==> src/rtl/exec_ctrl_if.sv <==
// Bundle of the instruction, memory, ALU and result signals of exec_ctrl.
// The slave modport is the controller's view; master is the surrounding system.
interface exec_ctrl_if;
    logic        instr_valid;
    logic        instr_ready;
    logic [2:0]  opcode;
    logic [1:0]  alusrc;
    logic        branch;
    logic [15:0] ra;
    logic [15:0] rb;
    logic [15:0] imm;

    logic        mem_req;
    logic [15:0] mem_addr;
    logic        mem_ack;
    logic [15:0] mem_rdata;

    logic [2:0]  alu_op;
    logic [1:0]  alu_src;
    logic        alu_branch;
    logic [15:0] alu_a;
    logic [15:0] alu_b;
    logic [15:0] alu_imm;
    logic [15:0] alu_sp;
    logic [15:0] alu_loadval;
    logic [15:0] alu_out;
    logic        alu_branching;

    logic        res_valid;
    logic        res_ready;
    logic [15:0] res_data;
    logic        take_branch;
    logic        err;
    logic [15:0] sp;

    modport slave (
        input  instr_valid, opcode, alusrc, branch, ra, rb, imm,
        input  mem_ack, mem_rdata, alu_out, alu_branching, res_ready,
        output instr_ready, mem_req, mem_addr,
        output alu_op, alu_src, alu_branch, alu_a, alu_b, alu_imm, alu_sp, alu_loadval,
        output res_valid, res_data, take_branch, err, sp
    );

    modport master (
        output instr_valid, opcode, alusrc, branch, ra, rb, imm,
        output mem_ack, mem_rdata, alu_out, alu_branching, res_ready,
        input  instr_ready, mem_req, mem_addr,
        input  alu_op, alu_src, alu_branch, alu_a, alu_b, alu_imm, alu_sp, alu_loadval,
        input  res_valid, res_data, take_branch, err, sp
    );
endinterface

==> src/rtl/exec_ctrl.sv <==
// Execute-stage controller: accepts one instruction, optionally fetches a load
// operand from memory, runs a single ALU cycle and holds the result until taken.
module exec_ctrl #(
    parameter logic [15:0] SP_INIT     = 16'h0000,
    parameter logic [15:0] SP_MAX      = 16'h00FF,
    parameter logic [7:0]  MEM_TIMEOUT = 8'd16
) (
    input  logic       clk_i,
    input  logic       rst_i,
    exec_ctrl_if.slave bus_io
);
    typedef enum logic [1:0] {
        S_IDLE = 2'd0,
        S_LOAD = 2'd1,
        S_EXEC = 2'd2,
        S_DONE = 2'd3
    } state_e;

    state_e      state_q, state_d;
    logic [2:0]  op_q;
    logic [1:0]  src_q;
    logic        br_q;
    logic [15:0] ra_q, rb_q, imm_q;
    logic [15:0] load_q;
    logic [7:0]  tmo_q;
    logic [15:0] sp_q;
    logic [15:0] res_data_q;
    logic        take_q;
    logic        err_q;
    logic [15:0] mem_addr_q;
    logic [15:0] alu_a_q, alu_b_q, alu_imm_q, alu_sp_q, alu_loadval_q;
    logic        accept_s;
    logic        load_expire_s;

    assign accept_s      = (state_q == S_IDLE) && bus_io.instr_valid;
    assign load_expire_s = ((tmo_q + 8'd1) >= MEM_TIMEOUT);

    // State register
    always_ff @(posedge clk_i) begin
        if (rst_i) begin
            state_q <= S_IDLE;
        end else begin
            state_q <= state_d;
        end
    end

    // Next-state logic; an ACK arriving on the expiring cycle still wins
    always_comb begin
        state_d = state_q;
        case (state_q)
            S_IDLE: begin
                if (bus_io.instr_valid) begin
                    state_d = (bus_io.opcode == 3'd5) ? S_LOAD : S_EXEC;
                end else begin
                    state_d = S_IDLE;
                end
            end
            S_LOAD: begin
                if (bus_io.mem_ack) begin
                    state_d = S_EXEC;
                end else if (load_expire_s) begin
                    state_d = S_DONE;
                end else begin
                    state_d = S_LOAD;
                end
            end
            S_EXEC:  state_d = S_DONE;
            S_DONE: begin
                if (bus_io.res_ready) begin
                    state_d = S_IDLE;
                end else begin
                    state_d = S_DONE;
                end
            end
            default: state_d = S_IDLE;
        endcase
    end

    // Output decode; ALU control idles at pass-through outside EXEC
    always_comb begin
        bus_io.instr_ready = 1'b0;
        bus_io.mem_req     = 1'b0;
        bus_io.res_valid   = 1'b0;
        bus_io.alu_op      = 3'd7;
        bus_io.alu_src     = 2'd0;
        bus_io.alu_branch  = 1'b0;
        case (state_q)
            S_IDLE: bus_io.instr_ready = 1'b1;
            S_LOAD: bus_io.mem_req     = 1'b1;
            S_EXEC: begin
                bus_io.alu_op     = op_q;
                bus_io.alu_src    = src_q;
                bus_io.alu_branch = br_q;
            end
            S_DONE: bus_io.res_valid = 1'b1;
            default: bus_io.instr_ready = 1'b0;
        endcase
    end

    // Datapath registers: instruction latch, load fetch, ALU operand snapshot, results
    always_ff @(posedge clk_i) begin
        if (rst_i) begin
            op_q          <= 3'd0;
            src_q         <= 2'd0;
            br_q          <= 1'b0;
            ra_q          <= 16'h0000;
            rb_q          <= 16'h0000;
            imm_q         <= 16'h0000;
            load_q        <= 16'h0000;
            tmo_q         <= 8'd0;
            sp_q          <= SP_INIT;
            res_data_q    <= 16'h0000;
            take_q        <= 1'b0;
            err_q         <= 1'b0;
            mem_addr_q    <= 16'h0000;
            alu_a_q       <= 16'h0000;
            alu_b_q       <= 16'h0000;
            alu_imm_q     <= 16'h0000;
            alu_sp_q      <= 16'h0000;
            alu_loadval_q <= 16'h0000;
        end else begin
            if (accept_s) begin
                op_q  <= bus_io.opcode;
                src_q <= bus_io.alusrc;
                br_q  <= bus_io.branch;
                ra_q  <= bus_io.ra;
                rb_q  <= bus_io.rb;
                imm_q <= bus_io.imm;
                err_q <= 1'b0;
                tmo_q <= 8'd0;
                if (bus_io.opcode == 3'd5) begin
                    mem_addr_q <= bus_io.ra;
                end
            end
            if (state_q == S_LOAD) begin
                if (bus_io.mem_ack) begin
                    load_q <= bus_io.mem_rdata;
                end else begin
                    tmo_q <= tmo_q + 8'd1;
                    if (load_expire_s) begin
                        err_q      <= 1'b1;
                        res_data_q <= 16'hFFFF;
                        take_q     <= 1'b0;
                    end
                end
            end
            // Operands are snapshotted on EXEC entry so they hold afterwards
            if (state_d == S_EXEC) begin
                alu_a_q       <= (state_q == S_IDLE) ? bus_io.ra  : ra_q;
                alu_b_q       <= (state_q == S_IDLE) ? bus_io.rb  : rb_q;
                alu_imm_q     <= (state_q == S_IDLE) ? bus_io.imm : imm_q;
                alu_sp_q      <= sp_q;
                alu_loadval_q <= (state_q == S_LOAD) ? bus_io.mem_rdata : load_q;
            end
            if (state_q == S_EXEC) begin
                if ((op_q == 3'd6) && (sp_q == SP_MAX)) begin
                    err_q      <= 1'b1;
                    res_data_q <= sp_q;
                    take_q     <= 1'b0;
                end else begin
                    res_data_q <= bus_io.alu_out;
                    take_q     <= bus_io.alu_branching;
                    if (op_q == 3'd6) begin
                        sp_q <= bus_io.alu_out;
                    end
                end
            end
        end
    end

    assign bus_io.mem_addr    = mem_addr_q;
    assign bus_io.alu_a       = alu_a_q;
    assign bus_io.alu_b       = alu_b_q;
    assign bus_io.alu_imm     = alu_imm_q;
    assign bus_io.alu_sp      = alu_sp_q;
    assign bus_io.alu_loadval = alu_loadval_q;
    assign bus_io.res_data    = res_data_q;
    assign bus_io.take_branch = take_q;
    assign bus_io.err         = err_q;
    assign bus_io.sp          = sp_q;
endmodule

==> src/flat_wrapper.sv <==
// flat-port wrapper written by rule: the top's interface ports become plain ports
module exec_ctrl_flat 
#(
    parameter logic [15:0] SP_INIT     = 16'h0000,
    parameter logic [15:0] SP_MAX      = 16'h00FF,
    parameter logic [7:0]  MEM_TIMEOUT = 8'd16
)
  (clk_i, rst_i, bus_io_instr_valid, bus_io_opcode, bus_io_alusrc, bus_io_branch, bus_io_ra, bus_io_rb, bus_io_imm, bus_io_mem_ack, bus_io_mem_rdata, bus_io_alu_out, bus_io_alu_branching, bus_io_res_ready, bus_io_instr_ready, bus_io_mem_req, bus_io_mem_addr, bus_io_alu_op, bus_io_alu_src, bus_io_alu_branch, bus_io_alu_a, bus_io_alu_b, bus_io_alu_imm, bus_io_alu_sp, bus_io_alu_loadval, bus_io_res_valid, bus_io_res_data, bus_io_take_branch, bus_io_err, bus_io_sp);
  exec_ctrl_if bus_io_i ();
  input  logic clk_i;
  input  logic rst_i;
  input wire logic [$bits(bus_io_i.instr_valid)-1:0] bus_io_instr_valid;
  input wire logic [$bits(bus_io_i.opcode)-1:0] bus_io_opcode;
  input wire logic [$bits(bus_io_i.alusrc)-1:0] bus_io_alusrc;
  input wire logic [$bits(bus_io_i.branch)-1:0] bus_io_branch;
  input wire logic [$bits(bus_io_i.ra)-1:0] bus_io_ra;
  input wire logic [$bits(bus_io_i.rb)-1:0] bus_io_rb;
  input wire logic [$bits(bus_io_i.imm)-1:0] bus_io_imm;
  input wire logic [$bits(bus_io_i.mem_ack)-1:0] bus_io_mem_ack;
  input wire logic [$bits(bus_io_i.mem_rdata)-1:0] bus_io_mem_rdata;
  input wire logic [$bits(bus_io_i.alu_out)-1:0] bus_io_alu_out;
  input wire logic [$bits(bus_io_i.alu_branching)-1:0] bus_io_alu_branching;
  input wire logic [$bits(bus_io_i.res_ready)-1:0] bus_io_res_ready;
  output wire logic [$bits(bus_io_i.instr_ready)-1:0] bus_io_instr_ready;
  output wire logic [$bits(bus_io_i.mem_req)-1:0] bus_io_mem_req;
  output wire logic [$bits(bus_io_i.mem_addr)-1:0] bus_io_mem_addr;
  output wire logic [$bits(bus_io_i.alu_op)-1:0] bus_io_alu_op;
  output wire logic [$bits(bus_io_i.alu_src)-1:0] bus_io_alu_src;
  output wire logic [$bits(bus_io_i.alu_branch)-1:0] bus_io_alu_branch;
  output wire logic [$bits(bus_io_i.alu_a)-1:0] bus_io_alu_a;
  output wire logic [$bits(bus_io_i.alu_b)-1:0] bus_io_alu_b;
  output wire logic [$bits(bus_io_i.alu_imm)-1:0] bus_io_alu_imm;
  output wire logic [$bits(bus_io_i.alu_sp)-1:0] bus_io_alu_sp;
  output wire logic [$bits(bus_io_i.alu_loadval)-1:0] bus_io_alu_loadval;
  output wire logic [$bits(bus_io_i.res_valid)-1:0] bus_io_res_valid;
  output wire logic [$bits(bus_io_i.res_data)-1:0] bus_io_res_data;
  output wire logic [$bits(bus_io_i.take_branch)-1:0] bus_io_take_branch;
  output wire logic [$bits(bus_io_i.err)-1:0] bus_io_err;
  output wire logic [$bits(bus_io_i.sp)-1:0] bus_io_sp;
  assign bus_io_i.instr_valid = bus_io_instr_valid;
  assign bus_io_i.opcode = bus_io_opcode;
  assign bus_io_i.alusrc = bus_io_alusrc;
  assign bus_io_i.branch = bus_io_branch;
  assign bus_io_i.ra = bus_io_ra;
  assign bus_io_i.rb = bus_io_rb;
  assign bus_io_i.imm = bus_io_imm;
  assign bus_io_i.mem_ack = bus_io_mem_ack;
  assign bus_io_i.mem_rdata = bus_io_mem_rdata;
  assign bus_io_i.alu_out = bus_io_alu_out;
  assign bus_io_i.alu_branching = bus_io_alu_branching;
  assign bus_io_i.res_ready = bus_io_res_ready;
  assign bus_io_instr_ready = bus_io_i.instr_ready;
  assign bus_io_mem_req = bus_io_i.mem_req;
  assign bus_io_mem_addr = bus_io_i.mem_addr;
  assign bus_io_alu_op = bus_io_i.alu_op;
  assign bus_io_alu_src = bus_io_i.alu_src;
  assign bus_io_alu_branch = bus_io_i.alu_branch;
  assign bus_io_alu_a = bus_io_i.alu_a;
  assign bus_io_alu_b = bus_io_i.alu_b;
  assign bus_io_alu_imm = bus_io_i.alu_imm;
  assign bus_io_alu_sp = bus_io_i.alu_sp;
  assign bus_io_alu_loadval = bus_io_i.alu_loadval;
  assign bus_io_res_valid = bus_io_i.res_valid;
  assign bus_io_res_data = bus_io_i.res_data;
  assign bus_io_take_branch = bus_io_i.take_branch;
  assign bus_io_err = bus_io_i.err;
  assign bus_io_sp = bus_io_i.sp;
  exec_ctrl #(.SP_INIT(SP_INIT), .SP_MAX(SP_MAX), .MEM_TIMEOUT(MEM_TIMEOUT)) u_core (.clk_i(clk_i), .rst_i(rst_i), .bus_io(bus_io_i));
endmodule
==> config.mk <==
export PLATFORM = sky130hd
export DESIGN_NAME = exec_ctrl_flat
export DESIGN_NICKNAME = d
export VERILOG_FILES = /design/src/rtl/exec_ctrl_if.sv /design/src/rtl/exec_ctrl.sv /design/src/flat_wrapper.sv
export SDC_FILE = /design/constraint.sdc
export NUM_CORES = 1
export LEC_CHECK = 0
export ABC_CLOCK_PERIOD_IN_PS = 3700
export CELL_PAD_IN_SITES_DETAIL_PLACEMENT = 1
export CELL_PAD_IN_SITES_GLOBAL_PLACEMENT = 2
export CORE_MARGIN = 2
export CORE_UTILIZATION = 23
export CTS_BUF_LIST = sky130_fd_sc_hd__clkbuf_4
export CTS_CLUSTER_DIAMETER = 50
export DETAILED_ROUTE_END_ITERATION = 10
export MAX_ROUTING_LAYER = met4
export PLACE_DENSITY = 0.68
export SKIP_CTS_REPAIR_TIMING = 1
export SYNTH_ARGS = -nofsm -noshare
export SYNTH_HDL_FRONTEND = slang
export SYNTH_SLANG_ARGS = --single-unit
==> constraint.sdc <==
create_clock -name clk_i -period 3.7 [get_ports clk_i]
set_input_delay 0.925 -clock clk_i [delete_from_list [all_inputs] [get_ports clk_i]]
set_output_delay 0.925 -clock clk_i [all_outputs]
set_load 0.05 [all_outputs]
==> metrics, run 1 <==
pwr dens 490.8 nW/µm²; drc violations 0; drt wl/cell 16.76 µm; Final Hold Fails 0; status complete, no violations; post-route setup TNS 0 ns; startpoint types flop; initial core utilization a little under a quarter; final setup fails 0; top_reg_cell synth dfxtp_1; post-synth cell types 48; fin nets 1291; Max Slew Vio Count 0; Max Clk Rate around 0.29 GHz; overall routing resource usage between 10% and 20%; Post-synth EDFFs 0; CTS clk-pin slew, worst paths around 0.050 ns; Tcrit/Tclk final a little over nine tenths; Slew HR 31.64%; Die Wd 193.7 µm; via count 7629; Avg Vias per Cell around 4.5; sequential fraction of the synthesis area between 50% and 60%; setup slack after layout 0.2060 ns; Setup WS pre-CTS roughly 0.80 ns; Core Rows between 60 and 70; CP arrival 2.57 ns; # IOs approximately 230; RSZ-0062 raised after global routing false; leakage power 4.499 nW; antenna violations before repair 3; final core occ between 30 and 40%; most frequent cells in the layout nand2_1, clkdlybuf4s50_1, dfxtp_1; Max Cap Viol 0; gpl congestion about 0.73; pin count of the biggest net entering global routing 112; synthesized area ~8300 µm²; clock root cell clkbuf_4; Worst EP required 2.77 ns; critical path type reg -> out; Die Y ~190 µm; Worst-Margin Slew 1.025 ns; layout cells sized above 1 a little over a tenth; Yosys reg bits 210; total core area ~35000 µm²; number of global-route vias before repair between 8000 and 9000; port bufs 230; first-pass GRT wire length between 40 and 50 mm; Iter 0 DRT Violations 188; Mean Syn Cell Area 8.655 µm²; area delta synth->final 42.31%; Final HPWL DP 18.27 mm; die area around 38000 µm²; worst-path maximum fanout 7; clk buf depth 3; peak supply drop ~0.26 mV; TritonCTS Buffers 67; DRT Pass-1 Iters 4; Critical Path Sink Type output pin; Clock Skew 0.02866 ns; CTS tree yes; min cycle time layout approximately 3.5 ns; post-route ant nets 0; synth warn 0; CTS HTree Levels 3; syn_nets about 1100; Worst-Skew Late Latency ~0.70 ns; Syn Inst Count roughly 960; Total Wirelength about 28 mm; commonest non-fill, non-tap cell in the layout nand2_1; ys async rst share 0%; grt ovf 0; hold crit path type reg -> reg; CTS Sinks 210
## cells in the mapped netlist (all sizes together), types with 3 or more instances
master	n	area (µm²)
a21oi	138	701.9
nand3	4	32.53
nor2	80	305.3
mux2i	64	640.6
and2	6	37.54
dfxtp	210	4204
o21ai	22	110.1
nand2	231	877.1
a211oi	67	508.0
clkbuf	54	206.4
a311oi	3	26.28
nand2b	4	25.02
nand4	4	25.02
buf	21	122.6
inv	5	18.77
o221a	8	90.09
ha	5	62.56
o21ba	8	80.08
## critical path: stages (launching register included)
cell	delay (ns)
dfxtp_1	0.32
inv_1	0.12
ha_1	0.45
and2_1	0.20
clkdlybuf4s50_1	0.80
## worst paths after layout
path	startpoint	cells past startpoint	endpoint	slack (ns)
hold reg to reg	u_core.ra_q[13]	2	u_core.ra_q[13]	0.45
setup reg to reg	u_core.state_q[0]	7	u_core.bus_io.sp[14]	1.10
setup / recovery	u_core.state_q[0]	4	bus_io_alu_src[1]	0.21
hold / removal	u_core.ra_q[13]	2	u_core.ra_q[13]	0.45
## metal layers
layer  track usage (%)  wire [µm]
met3             5.201       1657
met4             5.852        639
met5                 -          0
met1             18.43      12930
met2             24.07      13120
## cells by family after synthesis
| group | after synthesis | share of synthesized area, % |
|---|---|---|
| buffers and inverters | 80 | 4.204 |
| AND/OR/NAND/NOR | 338 | 16.74 |
| AO/OA/AOI/OAI | 257 | 19.54 |
| flip-flops | 210 | 50.81 |
| XOR/XNOR | 2 | 0.2117 |
| multiplexers | 64 | 7.742 |
| adder cells (fa/ha/maj) | 5 | 0.7561 |
## per-stage QoR
| step | cell area [µm²] | std cells | total power [W] | hold WS (ns) |
|---|---|---|---|---|
| after floorplan | 8274 | 956 | 0.003124 | 0.4317 |
| after global placement | 10980 | 1586 | 0.003540 | 0.4399 |
| after detailed placement | 10980 | 1586 | 0.003552 | 0.4461 |
| after CTS | 11760 | 1687 | 0.005940 | 0.4542 |
| after global routing | 11770 | 1690 | 0.006113 | 0.4667 |
| final | 11780 | 1691 | 0.005779 | 0.4524 |
## where the power goes
part | leakage (nW) | internal, W | switching, W
combinational | 2.31 | 0.000376 | 0.000654
clock | 0.474 | 0.00127 | 0.00103
sequential | 1.72 | 0.00238 | 0.0000655
## area by class of cell
class	instances	area (µm²)
fillers	4174	23710
flip-flops and latches	210	4204
multi-input cells	666	3739
repair buffers	244	2446
clock buffers	93	698.2
well taps	461	576.8
clock inverters	8	82.58
inverters	5	18.77
diodes	4	10.01
(Power assumes the default switching activity.)
==> inputs of run 2 (changes only) <==
--- a/config.mk
+++ b/config.mk
@@ -5,7 +5,7 @@
 export SDC_FILE = /design/constraint.sdc
 export NUM_CORES = 1
 export LEC_CHECK = 0
-export ABC_CLOCK_PERIOD_IN_PS = 3700
+export ABC_CLOCK_PERIOD_IN_PS = 4400
 export CELL_PAD_IN_SITES_DETAIL_PLACEMENT = 1
 export CELL_PAD_IN_SITES_GLOBAL_PLACEMENT = 2
 export CORE_MARGIN = 2
@@ -13,6 +13,7 @@
 export CTS_BUF_LIST = sky130_fd_sc_hd__clkbuf_4
 export CTS_CLUSTER_DIAMETER = 50
 export DETAILED_ROUTE_END_ITERATION = 10
+export GPL_TIMING_DRIVEN = 0
 export MAX_ROUTING_LAYER = met4
 export PLACE_DENSITY = 0.68
 export SKIP_CTS_REPAIR_TIMING = 1
==> constraint.sdc (replaced) <==
create_clock -name clk_i -period 4.4 [get_ports clk_i]
set_input_delay 1.1 -clock clk_i [delete_from_list [all_inputs] [get_ports clk_i]]
set_output_delay 1.1 -clock clk_i [all_outputs]
set_load 0.05 [all_outputs]
==> metrics, run 2 (synthesis gave the netlist of run 1 again) <==
Iter 0 DRT Violations 203 (was 188); FF-to-FF End u_core.bus_io.alu_b[9] (was u_core.bus_io.sp[14]); initial core utilization 23.32% (unchanged); final setup fails 0 (unchanged); area delta synth->final 44.50% (was 42.31%); drt wl/cell 17.38 µm (was 16.76 µm); antenna violations before repair 6 (was 3); post-route setup TNS 0 ns (unchanged); overall routing resource usage 16.71% (was 15.45%); first-pass GRT wire length 48.16 mm (was 44.84 mm); total power 0.004836 W (was 0.005779 W); Core Rows 69 (unchanged); CP arrival 3.04 ns (was 2.57 ns); Worst-Skew Late Latency 0.72 ns (was 0.70 ns); DRT Pass-1 Iters 4 (unchanged); # IOs 231 (unchanged); most frequent cells in the layout nand2_1, clkdlybuf4s50_1, dfxtp_1 (unchanged); grt met3 use 4.731% (was 5.201%); met1 Use GR 20.57% (was 18.43%); layout cells sized above 1 10.38% (was 10.69%); via count 7979 (was 7629); grt ovf 0 (unchanged); startpoint types flop (unchanged); RSZ-0062 raised after global routing false (unchanged); CTS clk-pin slew, worst paths 0.06 ns (was 0.05 ns); leakage power 4.559 nW (was 4.499 nW); Die Y 193.7 µm (unchanged); Tcrit/Tclk final 93.99%; RR Startpoint u_core.state_q[1] (was u_core.state_q[0]); total core area 35480 µm² (unchanged); DP Area 11140 µm² (was 10980 µm²); post-route ant nets 0 (unchanged); fillers 4213 (was 4174); Slew HR 43.77% (was 31.64%); critical path type reg -> out (unchanged); global routing's busiest layer met2 (unchanged); worst hold path endpoint u_core.bus_io.alu_sp[1] (was u_core.ra_q[13]); pin count of the biggest net entering global routing 16 (was 112); Max Slew Vio Count 0 (unchanged); gpl congestion 0.7594 (was 0.7269); Clock Skew 0.01834 ns (was 0.02866 ns); Worst-Margin Slew 0.8435 ns (was 1.025 ns); Setup WS pre-CTS 0.5170 ns (was 0.8002 ns); hold crit path type reg -> reg (unchanged); fin area 11960 µm² (was 11780 µm²); Final HPWL DP 22.04 mm (was 18.27 mm); CTS HTree Levels 2 (was 3); Reg2Reg Depth 8 (was 7); Avg Vias per Cell 4.516 (was 4.512); Max Clk Rate 0.2418 GHz; CTS tree yes (unchanged); setup slack after layout 0.2643 ns (was 0.2060 ns); peak supply drop 0.1801 mV (was 0.2559 mV); Final Hold Slack 0.4524 ns (about the same); Final Hold Fails 0 (unchanged); port bufs 229 (was 230); Worst Setup SP u_core.state_q[0] (unchanged); clock root cell clkbuf_4 (unchanged); hold path cells 2 (unchanged); Reg2Reg Setup Slack 1.42 ns (was 1.10 ns); clk buf depth 3 (unchanged); number of global-route vias before repair 8356 (was 8126); fin nets 1345 (was 1291); CTS Sinks 210 (unchanged); Max Cap Viol 0 (unchanged); Die Wd 193.7 µm (unchanged); drc violations 0 (unchanged); min cycle time layout about 4.1 ns; die area 37510 µm² (unchanged); Total Wirelength 30.70 mm (was 28.35 mm); Worst EP required 3.30 ns (was 2.77 ns); TritonCTS Buffers 61 (was 67); pwr dens 404.5 nW/µm² (was 490.8 nW/µm²); Hold Path Origin u_core.bus_io.alu_sp[1] (was u_core.ra_q[13]); worst-path maximum fanout 10 (was 7); Critical Path Sink Type output pin (unchanged); status complete, no violations (unchanged); grt met2 use 26.46% (was 24.07%)
## run 2: cell type report
cell class	count	area [µm²]	share of cell area [%]
antenna	6	15.01	0.1256
buffer	75	329.1	2.752
clock buffer	97	728.2	6.090
clock inverter	18	70.07	0.5860
inverter	5	18.77	0.1570
multi-input combinational	666	3722	31.13
sequential	210	4204	35.16
tap	461	576.8	4.824
timing repair buffer	229	2292	19.17
## run 2: metrics by stage
stage	utilization, %	cells
floorplan	-	956
global placement	31.40	1646
detailed placement	31.40	1646
CTS	33.65	1761
global route	33.70	1767
finish	33.70	1767
## run 2: worst max path at each step
| stage | to | slack [ns] |
|---|---|---|
| after detailed placement | u_core.bus_io.alu_loadval[13] | 0.52 |
| final | bus_io_alu_src[0] | 0.26 |
| after CTS | bus_io_alu_src[1] | 0.14 |
| after global routing | bus_io_alu_branch | 0.01 |
| after global placement | u_core.bus_io.alu_b[14] | 0.49 |
| after floorplan | bus_io_alu_branch | 1.90 |
## run 2: worst max-delay path: stages, from the launching register on
cell and delay [ns]:
dfxtp_1 0.33, inv_1 0.08, ha_1 0.30, clkbuf_1 0.51, and2_1 0.22, clkdlybuf4s50_1 0.87
## run 2: power breakdown
part | switching, W | internal [W]
clock | 0.000892 | 0.000995
combinational | 0.000574 | 0.000316
sequential | 0.0000554 | 0.00200
## run 2: metal layers
metal | vias up | share of wire (%)
met5 | - | 0
met4 | 0 | 2.5
met3 | 60 | 5.7
met2 | 204 | 46
met1 | 3795 | 46
li1 | 3920 | -
==> inputs of run 3 (changes only) <==
--- a/config.mk
+++ b/config.mk
@@ -14,6 +14,7 @@
 export CTS_CLUSTER_DIAMETER = 50
 export DETAILED_ROUTE_END_ITERATION = 10
 export GPL_TIMING_DRIVEN = 0
+export HOLD_SLACK_MARGIN = 0.03
 export MAX_ROUTING_LAYER = met4
 export PLACE_DENSITY = 0.68
 export SKIP_CTS_REPAIR_TIMING = 1
==> results of run 3 <==
Final layout, timing and power as in run 2 (identical DEF).
